## src/rtl/mem_reader_pkg.sv

```systemverilog
// Shared definitions for the memory range reader.
//  - DEPTH/AW/DW: memory geometry (DEPTH entries of DW bits, AW address bits)
//  - state_e:     reader FSM states
//  - beat_t:      one output beat (byte, its address, final-address flag)
// Optional feature macro: MEM_READER_SKIP_UNDEF_EN (see mem_range_reader.sv).
package mem_reader_pkg;

  localparam int unsigned DEPTH = 4096;
  localparam int unsigned AW    = 12;
  localparam int unsigned DW    = 8;

  typedef enum logic [1:0] {
    StIdle,
    StRun,
    StDrain
  } state_e;

  typedef struct packed {
    logic [DW-1:0] data;
    logic [AW-1:0] addr;
    logic          last;
  } beat_t;

endpackage

```

## src/rtl/mem_range_reader_if.sv

```systemverilog
// Bus bundle of the memory range reader: command handshake, RAM read port,
// output beat stream and completion/status.
//  master: the reader (accepts commands, drives RAM reads, sources beats)
//  slave:  the environment (issues commands, RAM model, consumer)
interface mem_range_reader_if;
  import mem_reader_pkg::*;

  logic          cmd_valid;
  logic          cmd_ready;
  logic [AW-1:0] cmd_addr;
  logic [AW:0]   cmd_len;
  logic          mem_ren;
  logic [AW-1:0] mem_raddr;
  logic [DW-1:0] mem_rdata;
  logic          out_valid;
  logic          out_ready;
  logic [DW-1:0] out_data;
  logic [AW-1:0] out_addr;
  logic          out_undef;
  logic          out_last;
  logic          done;
  logic [AW:0]   undef_cnt;

  modport master (
    input  cmd_valid, cmd_addr, cmd_len, mem_rdata, out_ready,
    output cmd_ready, mem_ren, mem_raddr, out_valid, out_data, out_addr,
           out_undef, out_last, done, undef_cnt
  );

  modport slave (
    output cmd_valid, cmd_addr, cmd_len, mem_rdata, out_ready,
    input  cmd_ready, mem_ren, mem_raddr, out_valid, out_data, out_addr,
           out_undef, out_last, done, undef_cnt
  );

endinterface

```

## src/rtl/mem_reader_skid.sv

```systemverilog
// Two-entry valid/ready buffer of beat_t with a pass-through path when empty,
// so a beat can leave in the same cycle it arrives.
//  clk_i, rst_ni   clock, asynchronous active-low reset
//  in_valid_i/in_beat_i    incoming beat (always accepted; the producer's
//                          issue credit guarantees there is room)
//  out_valid_o/out_ready_i/out_beat_o  downstream handshake
//  occ_o           number of stored beats (0..2)
module mem_reader_skid
  import mem_reader_pkg::*;
(
  input  logic       clk_i,
  input  logic       rst_ni,
  input  logic       in_valid_i,
  input  beat_t      in_beat_i,
  output logic       out_valid_o,
  input  logic       out_ready_i,
  output beat_t      out_beat_o,
  output logic [1:0] occ_o
);

  beat_t      mem_q [2];
  beat_t      mem_d [2];
  logic       wr_ptr_q, wr_ptr_d;
  logic       rd_ptr_q, rd_ptr_d;
  logic [1:0] cnt_q, cnt_d;
  logic       empty, push, pop_mem;

  assign empty       = (cnt_q == 2'd0);
  assign out_valid_o = !empty || in_valid_i;
  assign out_beat_o  = empty ? in_beat_i : mem_q[rd_ptr_q];
  // A beat consumed straight off the input is never stored.
  assign push        = in_valid_i && !(empty && out_ready_i);
  assign pop_mem     = !empty && out_ready_i;
  assign occ_o       = cnt_q;

  always_comb begin
    mem_d = mem_q;
    if (push) mem_d[wr_ptr_q] = in_beat_i;
    wr_ptr_d = wr_ptr_q ^ push;
    rd_ptr_d = rd_ptr_q ^ pop_mem;
    cnt_d    = cnt_q + 2'(push) - 2'(pop_mem);
  end

  always_ff @(posedge clk_i or negedge rst_ni) begin
    if (!rst_ni) begin
      mem_q    <= '{default: '0};
      wr_ptr_q <= 1'b0;
      rd_ptr_q <= 1'b0;
      cnt_q    <= 2'd0;
    end else begin
      mem_q    <= mem_d;
      wr_ptr_q <= wr_ptr_d;
      rd_ptr_q <= rd_ptr_d;
      cnt_q    <= cnt_d;
    end
  end

endmodule

```

## src/rtl/mem_range_reader.sv

```systemverilog
// Walks an address range of a DEPTH x DW sync-read RAM and streams each byte
// out with its address; bit 0 of a byte marks it undefined and is counted.
//  clk, rst_n  clock, asynchronous active-low reset
//  bus         mem_range_reader_if.master: cmd_*, mem_*, out_*, done, undef_cnt
// Macro MEM_READER_SKIP_UNDEF_EN: undefined bytes are counted but not emitted.
module mem_range_reader
  import mem_reader_pkg::*;
(
  input  logic                clk,
  input  logic                rst_n,
  mem_range_reader_if.master  bus
);

  state_e        state_q, state_d;
  logic [AW-1:0] raddr_q, raddr_d;
  logic [AW:0]   rem_q, rem_d;
  logic          pend_q, pend_d;
  logic [AW-1:0] pend_addr_q, pend_addr_d;
  logic          pend_last_q, pend_last_d;
  logic [AW:0]   undef_cnt_q, undef_cnt_d;

  logic       accept, issue, cap_valid, sk_valid;
  logic [1:0] occ, inflight;
  beat_t      cap_beat, sk_beat;

  assign bus.cmd_ready = (state_q == StIdle) && rst_n;
  assign accept        = bus.cmd_valid && bus.cmd_ready;

  // At most two beats outstanding (in the RAM pipe or buffered).
  assign inflight  = {1'b0, pend_q} + occ;
  assign issue     = (state_q == StRun) && (inflight < 2'd2);
  assign bus.mem_ren   = issue;
  assign bus.mem_raddr = raddr_q;

`ifdef MEM_READER_SKIP_UNDEF_EN
  assign cap_valid = pend_q && !bus.mem_rdata[0];
`else
  assign cap_valid = pend_q;
`endif
  assign cap_beat = '{data: bus.mem_rdata, addr: pend_addr_q, last: pend_last_q};

  always_comb begin
    state_d     = state_q;
    raddr_d     = raddr_q;
    rem_d       = rem_q;
    pend_d      = issue;
    pend_addr_d = pend_addr_q;
    pend_last_d = pend_last_q;
    undef_cnt_d = undef_cnt_q;

    if (issue) begin
      pend_addr_d = raddr_q;
      pend_last_d = (rem_q == (AW+1)'(1));
    end
    if (pend_q && bus.mem_rdata[0] && (undef_cnt_q != (AW+1)'(DEPTH))) begin
      undef_cnt_d = undef_cnt_q + (AW+1)'(1);
    end

    case (state_q)
      StIdle: begin
        if (accept) begin
          raddr_d     = bus.cmd_addr;
          rem_d       = bus.cmd_len;
          undef_cnt_d = '0;
          state_d     = (bus.cmd_len == '0) ? StDrain : StRun;
        end
      end
      StRun: begin
        if (issue) begin
          raddr_d = raddr_q + AW'(1);  // wraps modulo DEPTH
          rem_d   = rem_q - (AW+1)'(1);
          if (rem_q == (AW+1)'(1)) state_d = StDrain;
        end
      end
      StDrain: begin
        if (!pend_q && (occ == 2'd0)) state_d = StIdle;
      end
      default: state_d = StIdle;
    endcase
  end

  always_ff @(posedge clk or negedge rst_n) begin
    if (!rst_n) begin
      state_q     <= StIdle;
      raddr_q     <= '0;
      rem_q       <= '0;
      pend_q      <= 1'b0;
      pend_addr_q <= '0;
      pend_last_q <= 1'b0;
      undef_cnt_q <= '0;
    end else begin
      state_q     <= state_d;
      raddr_q     <= raddr_d;
      rem_q       <= rem_d;
      pend_q      <= pend_d;
      pend_addr_q <= pend_addr_d;
      pend_last_q <= pend_last_d;
      undef_cnt_q <= undef_cnt_d;
    end
  end

  mem_reader_skid u_skid (
    .clk_i       (clk),
    .rst_ni      (rst_n),
    .in_valid_i  (cap_valid),
    .in_beat_i   (cap_beat),
    .out_valid_o (sk_valid),
    .out_ready_i (bus.out_ready),
    .out_beat_o  (sk_beat),
    .occ_o       (occ)
  );

  assign bus.out_valid = sk_valid;
  assign bus.out_data  = sk_beat.data;
  assign bus.out_addr  = sk_beat.addr;
  assign bus.out_last  = sk_beat.last;
  assign bus.out_undef = sk_beat.data[0];
  // Drain completes only once nothing is in flight, so done never meets a handshake.
  assign bus.done      = (state_q == StDrain) && !pend_q && (occ == 2'd0);
  assign bus.undef_cnt = undef_cnt_q;

endmodule

```

## src/flat_wrapper.sv

```systemverilog
// flat-port wrapper written by rule: the top's interface ports become plain ports
module mem_range_reader_flat import mem_reader_pkg::*;
  (clk, rst_n, bus_cmd_valid, bus_cmd_addr, bus_cmd_len, bus_mem_rdata, bus_out_ready, bus_cmd_ready, bus_mem_ren, bus_mem_raddr, bus_out_valid, bus_out_data, bus_out_addr, bus_out_undef, bus_out_last, bus_done, bus_undef_cnt);
  mem_range_reader_if bus_i ();
  input  logic clk;
  input  logic rst_n;
  input wire logic [$bits(bus_i.cmd_valid)-1:0] bus_cmd_valid;
  input wire logic [$bits(bus_i.cmd_addr)-1:0] bus_cmd_addr;
  input wire logic [$bits(bus_i.cmd_len)-1:0] bus_cmd_len;
  input wire logic [$bits(bus_i.mem_rdata)-1:0] bus_mem_rdata;
  input wire logic [$bits(bus_i.out_ready)-1:0] bus_out_ready;
  output wire logic [$bits(bus_i.cmd_ready)-1:0] bus_cmd_ready;
  output wire logic [$bits(bus_i.mem_ren)-1:0] bus_mem_ren;
  output wire logic [$bits(bus_i.mem_raddr)-1:0] bus_mem_raddr;
  output wire logic [$bits(bus_i.out_valid)-1:0] bus_out_valid;
  output wire logic [$bits(bus_i.out_data)-1:0] bus_out_data;
  output wire logic [$bits(bus_i.out_addr)-1:0] bus_out_addr;
  output wire logic [$bits(bus_i.out_undef)-1:0] bus_out_undef;
  output wire logic [$bits(bus_i.out_last)-1:0] bus_out_last;
  output wire logic [$bits(bus_i.done)-1:0] bus_done;
  output wire logic [$bits(bus_i.undef_cnt)-1:0] bus_undef_cnt;
  assign bus_i.cmd_valid = bus_cmd_valid;
  assign bus_i.cmd_addr = bus_cmd_addr;
  assign bus_i.cmd_len = bus_cmd_len;
  assign bus_i.mem_rdata = bus_mem_rdata;
  assign bus_i.out_ready = bus_out_ready;
  assign bus_cmd_ready = bus_i.cmd_ready;
  assign bus_mem_ren = bus_i.mem_ren;
  assign bus_mem_raddr = bus_i.mem_raddr;
  assign bus_out_valid = bus_i.out_valid;
  assign bus_out_data = bus_i.out_data;
  assign bus_out_addr = bus_i.out_addr;
  assign bus_out_undef = bus_i.out_undef;
  assign bus_out_last = bus_i.out_last;
  assign bus_done = bus_i.done;
  assign bus_undef_cnt = bus_i.undef_cnt;
  mem_range_reader u_core (.clk(clk), .rst_n(rst_n), .bus(bus_i));
endmodule
```

## config.mk

```make
export PLATFORM = sky130hd
export DESIGN_NAME = mem_range_reader_flat
export DESIGN_NICKNAME = d
export VERILOG_FILES = /design/src/rtl/mem_reader_pkg.sv /design/src/rtl/mem_range_reader_if.sv /design/src/rtl/mem_reader_skid.sv /design/src/rtl/mem_range_reader.sv /design/src/flat_wrapper.sv
export SDC_FILE = /design/constraint.sdc
export NUM_CORES = 1
export LEC_CHECK = 0
export CAP_MARGIN = 30
export CORE_MARGIN = 10
export CORE_UTILIZATION = 25
export DETAILED_ROUTE_END_ITERATION = 8
export PLACE_DENSITY_LB_ADDON = 0.2
export SETUP_SLACK_MARGIN = 0.05
export SLEW_MARGIN = 20
export SYNTH_ARGS = -nofsm -noshare
export SYNTH_HDL_FRONTEND = slang
export SYNTH_HIERARCHICAL = 1
export SYNTH_SLANG_ARGS = --single-unit
```

## constraint.sdc

```tcl
create_clock -name clk -period 2.1 [get_ports clk]
set_input_delay 0.525 -clock clk [delete_from_list [all_inputs] [get_ports clk]]
set_output_delay 0.525 -clock clk [all_outputs]
set_load 0.01 [all_outputs]
```

# Word level (Yosys, flattened, before mapping)
# Index checks and enable logic that the tools add are counted.
# word_totals
input_bits	37
wordCells	82
out_inout_bits	51
regBits	100
# classes
add_sub_neg	6
n_mux	22
bitwise_logic	4
order_cmp	4
eq_ne	8
n_reduce_logical	22
# ops
op	count
2-to-1 mux 21 bit	5
2-to-1 mux 13 bit	5
bitwise mux 42 bit	1
one-hot mux 13 bit (2 select lines)	1
2-to-1 mux 12 bit	2
one-hot mux 12 bit (2 select lines)	1
demux 21 bit (select 1 bit)	1
adder 13 x 1 -> 13 bit (second input constant)	1
equality test 13 x 1 -> 1 bit (second input constant)	1
logical NOT 13 bit	1
inequality test 13 bit (second input constant)	1
subtractor 13 x 1 -> 13 bit (second input constant)	1
adder 12 x 1 -> 12 bit (second input constant)	1
logical AND 1 bit	12
2-to-1 mux 2 bit	5
inequality test 2 x 1 -> 1 bit (second input constant)	3
one-hot mux 2 bit (3 select lines)	1
greater-or-equal comparator 2 bit (second input constant)	2
logical NOT 2 bit	2
NOT 1 -> 2 bit	2
AND reduction 4 bit	1
logical NOT 1 bit	3
AND reduction 3 bit	1
adder 1 x 2 -> 2 bit	1
other kinds (10)	11

# Longest topological paths before layout
# Gate-level depths: netlist of the first run.
# logic_depth
ltp_word	6
depth_mapped	8

# Hierarchy
# The synthesis of the first run kept the hierarchy.
# modules_own_cells
module	area_each_um2	seq_area_each_um2	cells_each	instances
mem_range_reader	3035.4	1351.3	317	1
mem_reader_skid	2268.4	1151.1	183	1

# Worst setup path after synthesis of the first run
# Ideal clock, no wire load.
# synth_path
path_type	register to output
start	register u_core.u_skid.cnt_q[1], in the netlist u_core/u_skid/occ_o[1]
end	output bus_out_undef
stages_incl_launch_ff	6
required_time_ps	1575
slack_ps	240
arrival_ps	1335
n_path_buf	3
path_cell_list	dfrtp_1 -> buf_6 -> or2_4 -> buf_6 -> a21oi_1 -> buf_4
# synth_between
elab_chain_cells	2
# synth_rtl
element	line	text
start, declared	mem_reader_skid.sv:25	logic [1:0] cnt_q, cnt_d;
start signal, assigned	mem_reader_skid.sv:54	cnt_q <= cnt_d;
logical NOT 2 bit	mem_reader_skid.sv:28	assign empty = (cnt_q == 2'd0);
2-to-1 mux 21 bit	mem_reader_skid.sv:30	assign out_beat_o = empty ? in_beat_i : mem_q[rd_ptr_q];
end, declared	flat_wrapper.sv:18	output wire logic [$bits(bus_i.out_undef)-1:0] bus_out_undef;
# No other way between the ends.

# Worst setup path in the final report of the first run
# layout_path
start	register u_core.u_skid.cnt_q[1], in the netlist u_core/u_skid/occ_o[1]
end	output bus_out_addr[4]
# layout_between
elab_chain_cells	2
# layout_rtl
element	line	text
logical NOT 2 bit	mem_reader_skid.sv:28	
2-to-1 mux 21 bit	mem_reader_skid.sv:30	
end, declared	flat_wrapper.sv:17	output wire logic [$bits(bus_i.out_addr)-1:0] bus_out_addr;
# No other way between the ends.

==> metrics, run 1 <==
Final Cell Area=7360 sq um; nature of the critical path startpoint=flop; Buffers on Ports=a little under 90; total power=11.0 mW; Seq/Total Area, Yosys=~47%; Mean Syn Cell Area=between 10 and 15 sq um; hold crit path type=in -> async; gpl congestion=0.798; crit path buf inv count=2; vias in the first global route=4,698; Worst-Margin Slew=0.848 ns; share of cells above drive strength 1=roughly 34%; total of max-cap violations=0; area grow syn2layout=38.7%; Worst Path Required=roughly 1.6 ns; Worst Slack Setup Final=-0.0932 ns; commonest non-fill, non-tap cell in the layout=dfrtp_1; Worst-Skew Late Latency=around 0.35 ns; Die ar.=roughly 27,000 sq um; grt ovf=0; Max VDD drop=around 0.55 mV; Yosys reg bits=100; Final setup viols=15; Area after DPL=between 6000 and 7000 sq um; first-pass GRT wire length=26.5 mm; drt total wl=approximately 16 mm; CTS tree=yes; Placement Rows=53; HPWL after DPL=roughly 11 mm; most frequent cells in the layout=dfrtp_1 (95), clkdlybuf4s50_1 (60), mux2_2 (54), buf_4 (46), nor2_1 (33); crit path cell chain=buf_6 > or2_4 > a21oi_2 > clkdlybuf4s15_2; top cell type's share of synthesized area=~47%; slew margin rel.=between 40% and 50%; clock root buffer=clkbuf_16; fillers=~2.1k; DRT antenna net count=0; top_reg_cell synth=dfrtp_1; Horiz. Die Dim=~170 microns; CP delay by family, top=flip-flops; Peak Freq=456 MHz; failing checks=negative setup slack; drt wl/cell=about 18 microns; Setup Skew=0.00858 ns; Final Max Tran Viols=0; DP Cell Count=slightly below 900; Synth area leaders=dfrtp_1 (47%), mux2_2 (11%), mux2i_1 (4.9%); unrepaired setup endpoints after global routing=true; final cell count without fillers=907; Nets=approximately 670; H-tree depth=3; initial core utilization=approximately 25%; Mapped Area=5300 sq um; leading area contributor after synthesis=dfrtp_1; setup_tns=-0.561 ns; Via density=4.92; Worst Path Arrival=1.67 ns; outcome=complete, but fails checks; DRC=0; largest net degree at the start of global routing=65; ant diodes=0; EDFF count, synth=0; min Tclk post-route=between 2 and 2.5 ns; # IOs=approximately 90; area occupied by registers=~2500 sq um; Async SR Flop Fraction=100%; Global Route Usage Sum=between 10% and 20%; worst stage delay on the critical path=0.45 ns; Yosys cell types=55; Reg clk slew, reported paths=around 0.08 ns; fin crit share=104%; Slowest cell on crit path=dfrtp_2; Critical Path Fanout Max=5; Lkg Pwr=3.06 nW; CTS buffer count=9; hold_buf cts=0; DR vias=about 4.5k; crit path capture type=output port; initial antenna violation count=0; CTS max path bufs=2; yosys warns=6; final hold vios=0; Core Box Area=around 21,000 sq um; syn nets=546; Util after Layout=35.1%; Pre-antenna DRT Iters=4; Cell Pwr Density=between 1000 and 1500 nW/um^2; # clock sinks=100; multi-input logic area=between 2000 and 3000 sq um; Die Height=between 150 and 200 microns; Mapped Cells=500; First DRT Iteration DRCs=331; critical path class=reg -> out
[timing repair]
| action | in CTS | in global routing |
|---|---|---|
| endpoints found under the setup margin | 26 | 66 |
| pin swaps | 7 | 6 |
| buffers inserted | 10 | 4 |
| cloned | 2 | 0 |
| resized for setup | 158 | 21 |
| hold endpoints to repair | 0 | 0 |
[final cells by class]
type | instances | share of cell area [%]
clock buffers | 9 | 3.06
clock inverters | 7 | 0.885
inverters | 12 | 0.612
multi-input cells | 355 | 38.1
flip-flops and latches | 100 | 34.1
well taps | 275 | 4.68
repair buffers | 149 | 18.6
[sequential cells by signal, indices dropped and copies added, names as in the netlist]
register and cells:
u_core/pend_last_q 1, u_core/rem_q 13, u_core/pend_addr_q 12, u_core/bus.undef_cnt 13, u_core/u_skid/rd_ptr_q 1, u_core/u_skid/wr_ptr_q 1, u_core/u_skid/mem_q 42, u_core/state_q 2
u_core/bus.mem_raddr 12, u_core/cap_valid 1, u_core/u_skid/occ_o 2
[metrics by stage]
| stage | setup WS (ns) | hold slack [ns] |
|---|---|---|
| 6_report | -0.0932 | 0.272 |
| 3_3_place_gp | -0.239 | 0.488 |
| 2_1_floorplan | 0.240 | 0.229 |
| 4_1_cts | -0.126 | 0.289 |
| 5_1_grt | -0.132 | 0.313 |
| 3_5_place_dp | -0.253 | 0.495 |
[kinds of logic after synthesis]
| group | after synthesis | synth area share (%) |
|---|---|---|
| AOI/OAI and AO/OA | 111 | 13.3 |
| adders and majority gates | 9 | 2.12 |
| muxes | 80 | 16.4 |
| DFF | 100 | 47.2 |
| and+or+nand+nor | 143 | 14.5 |
| buffers and inverters | 47 | 4.84 |
| xor gates and xnor gates | 10 | 1.65 |
[path summary, 6_finish.rpt]
kind | from | to | slack [ns] | cells past startpoint
worst max-delay path | u_core/u_skid/occ_o[1] | bus_out_addr[4] | -0.09 | 4
worst min-delay path | rst_n | u_core/rem_q[0] | 0.27 | 2
worst max register to register | u_core/rem_q[5] | u_core/rem_q[9] | 0.16 | 4
worst min register to register | u_core/u_skid/mem_q[37] | u_core/u_skid/mem_q[37] | 0.51 | 1
max in group asynchronous | rst_n | u_core/cap_valid | 1.07 | 2
min in group clk | u_core/u_skid/mem_q[37] | u_core/u_skid/mem_q[37] | 0.51 | 1
[metal layers]
metal  share of wire [%]  GRT usage [%]  up-vias
met4                 1.0           3.47        0
met3                 5.2           3.03       12
met5                   0              0        -
met2                  47           18.9      101
li1                    -              -     2108
met1                  47           14.9     2239
[synth_stat cells (all sizes together) (4+ instances only)]
cell type and count:
o211ai 4, nand2b 4, nor4 8, o22a 5, a31oi 7, nand3 11
a21oi 41, and3 5, dfrtp 100, nor2 33, a22oi 6, nor3 30
mux2i 26, nor4b 5, clkbuf 18, buf 17, inv 12, ha 9
nand2 18, o22ai 4, o21ai 22, nand4 8, mux2 54, xnor2 10
[power breakdown]
group	internal [mW]	switching, mW	total (mW)
Sequential	2.76	0.809	3.57
Clock	0.840	0.836	1.68
Combinational	2.95	2.84	5.79
Power figures use the tool's default switching activity.
==> run 2: changes to the inputs <==
Settings changed: SLEW_MARGIN 20 to 40.
==> run 2 against run 1 <==
Effect of this change: sequential cell count is the same; via count is the same; largest cell class unchanged; the run still ends with negative setup slack left; cell count is the same; sequential power is essentially flat; largest power group unchanged; critical endpoint unchanged; total power is essentially flat; register-to-register slack is essentially flat; count of clock-buffer cells in the layout is the same; global-route usage is the same; clock skew is the same; highest routed layer unchanged; sequential share of layout area is essentially flat; hold slack gained 0.0067 ns.
==> metrics, run 2 (synthesis results as in run 1) <==
Critical Path Fanout Max=5; outcome=complete, but fails checks; first-pass GRT wire length=~27 mm; share of cells above drive strength 1=33.9%; DR vias=between 4k and 5k; Buffers on Ports=87; worst reg2reg path depth=4; Via density=just under 5; number of flip-flops in the largest register=42; ant diodes=0; nature of the critical path startpoint=flop; Worst Path Arrival=about 1.7 ns; drt total wl=between 15 and 20 mm; hold_buf cts=0; Pre-antenna DRT Iters=4; HPWL after DPL=between 10 and 15 mm; area occupied by registers=2510 sq um; Worst-Skew Late Latency=about 0.35 ns; Worst Path Required=between 1.5 and 2 ns; CP delay by family, top=flip-flops; grt ovf=0; clock root buffer=clkbuf_16; initial core utilization=approximately 25%; CTS tree=yes; min Tclk post-route=roughly 2.2 ns; most frequent cells in the layout=dfrtp_1 (95), clkdlybuf4s50_1 (60), mux2_2 (54), buf_4 (45), nor2_1 (33); # clock sinks=100; hold crit path type=in -> async; crit path capture type=output port; worst stage delay on the critical path=~0.45 ns; crit path cell chain=buf_6 > or2_4 > a21oi_2 > clkdlybuf4s15_2; crit path buf inv count=2; Max VDD drop=roughly 0.55 mV; slew margin rel.=59.1%; DRT antenna net count=0; fillers=around 2.1k; drt wl/cell=roughly 18 microns; Horiz. Die Dim=166 microns; Setup Skew=between 0.008 and 0.009 ns; Core Box Area=about 21,000 sq um; Worst Slack Setup Final=-0.0932 ns; initial antenna violation count=0; total power=~11 mW; Slowest cell on crit path=dfrtp_2; Peak Freq=456 MHz; Lkg Pwr=about 3.1 nW; Global Route Usage Sum=11.7%; # IOs=~90; failing checks=negative setup slack; area grow syn2layout=38.8%; Final Max Tran Viols=0; DRC=0; gpl congestion=approximately 0.8; instance count on the critical path=4; CTS max path bufs=2; final hold vios=0; Die ar.=27,400 sq um; Placement Rows=53; largest net degree at the start of global routing=65; vias in the first global route=between 4k and 5k; multi-input logic area=between 2000 and 3000 sq um; fin crit share=104%; unrepaired setup endpoints after global routing=true; Nets=673; Biggest register=u_core/u_skid/mem_q; Cell Pwr Density=between 1000 and 1500 nW/um^2; commonest non-fill, non-tap cell in the layout=dfrtp_1; critical path class=reg -> out; Die Height=around 170 microns; H-tree depth=3; Post-Place Setup Slack=-0.253 ns; Worst-Margin Slew=0.613 ns; CTS buffer count=9; First DRT Iteration DRCs=about 330; Reg clk slew, reported paths=0.08 ns; total of max-cap violations=0; Final setup viols=15
==> run 2: cell counts in the layout (fill, tap and decap cells not counted) <==
Identical to the previous run, type by type.
==> run 2: layer usage <==
metal | global-route usage (%) | vias up | share of wire [%]
met1 | 14.9 | 2239 | 47
met4 | 3.47 | 0 | 1.0
met3 | 3.03 | 12 | 5.2
met2 | 18.9 | 101 | 47
met5 | 0 | - | 0
li1 | - | 2108 | -
==> run 2: what timing repair did <==
item                                   in CTS  in global routing
pin swaps                                   7                  6
buffers inserted                           10                  4
cloned                                      2                  0
endpoints found under the hold margin       0                  0
setup endpoints to repair                  26                 66
resized for setup                         158                 21
==> run 2: layout make-up <==
type	count	area share, %
sequential	100	34.1
inverter	12	0.612
tap	275	4.68
multi-input combinational	355	38.0
clock buffer	9	3.06
clock inverter	7	0.884
timing repair buffer	149	18.6
==> run 2: path summary, 6_finish.rpt <==
kind	start	to	slack (ns)
min in group clk	u_core/u_skid/mem_q[37]	u_core/u_skid/mem_q[37]	0.51
worst max-delay path	u_core/u_skid/occ_o[1]	bus_out_addr[4]	-0.09
worst max register to register	u_core/rem_q[5]	u_core/rem_q[9]	0.16
worst min-delay path	rst_n	u_core/rem_q[0]	0.28
worst min register to register	u_core/u_skid/mem_q[37]	u_core/u_skid/mem_q[37]	0.51
max in group asynchronous	rst_n	u_core/cap_valid	1.33
==> run 2: stage by stage <==
stage / hold slack [ns] / TNS, ns / utilization (%) / cell area, sq um / instances
final: 0.279 / -0.561 / 35.1 / 7360 / 907
after global routing: 0.320 / -1.57 / 35.1 / 7360 / 907
after CTS: 0.289 / -1.12 / 34.7 / 7280 / 904
after detailed placement: 0.495 / -4.31 / 32.2 / 6750 / 876
after global placement: 0.488 / -3.50 / 32.2 / 6750 / 876
after floorplan: 0.229 / 0 / - / 5300 / 500
==> run 2: worst reg2reg max path: stages (launching register included) <==
cell,delay [ns]
dfrtp_1,0.41
or4_4,0.57
or4_4,0.46
o311ai_2,0.25
o211ai_1,0.12
==> run 2: power by group <==
group          switching [mW]  leakage [nW]  total (mW)  internal (mW)
Clock                   0.836         0.146        1.68          0.840
Combinational            2.84          1.69        5.79           2.95
Sequential              0.809          1.22        3.57           2.76
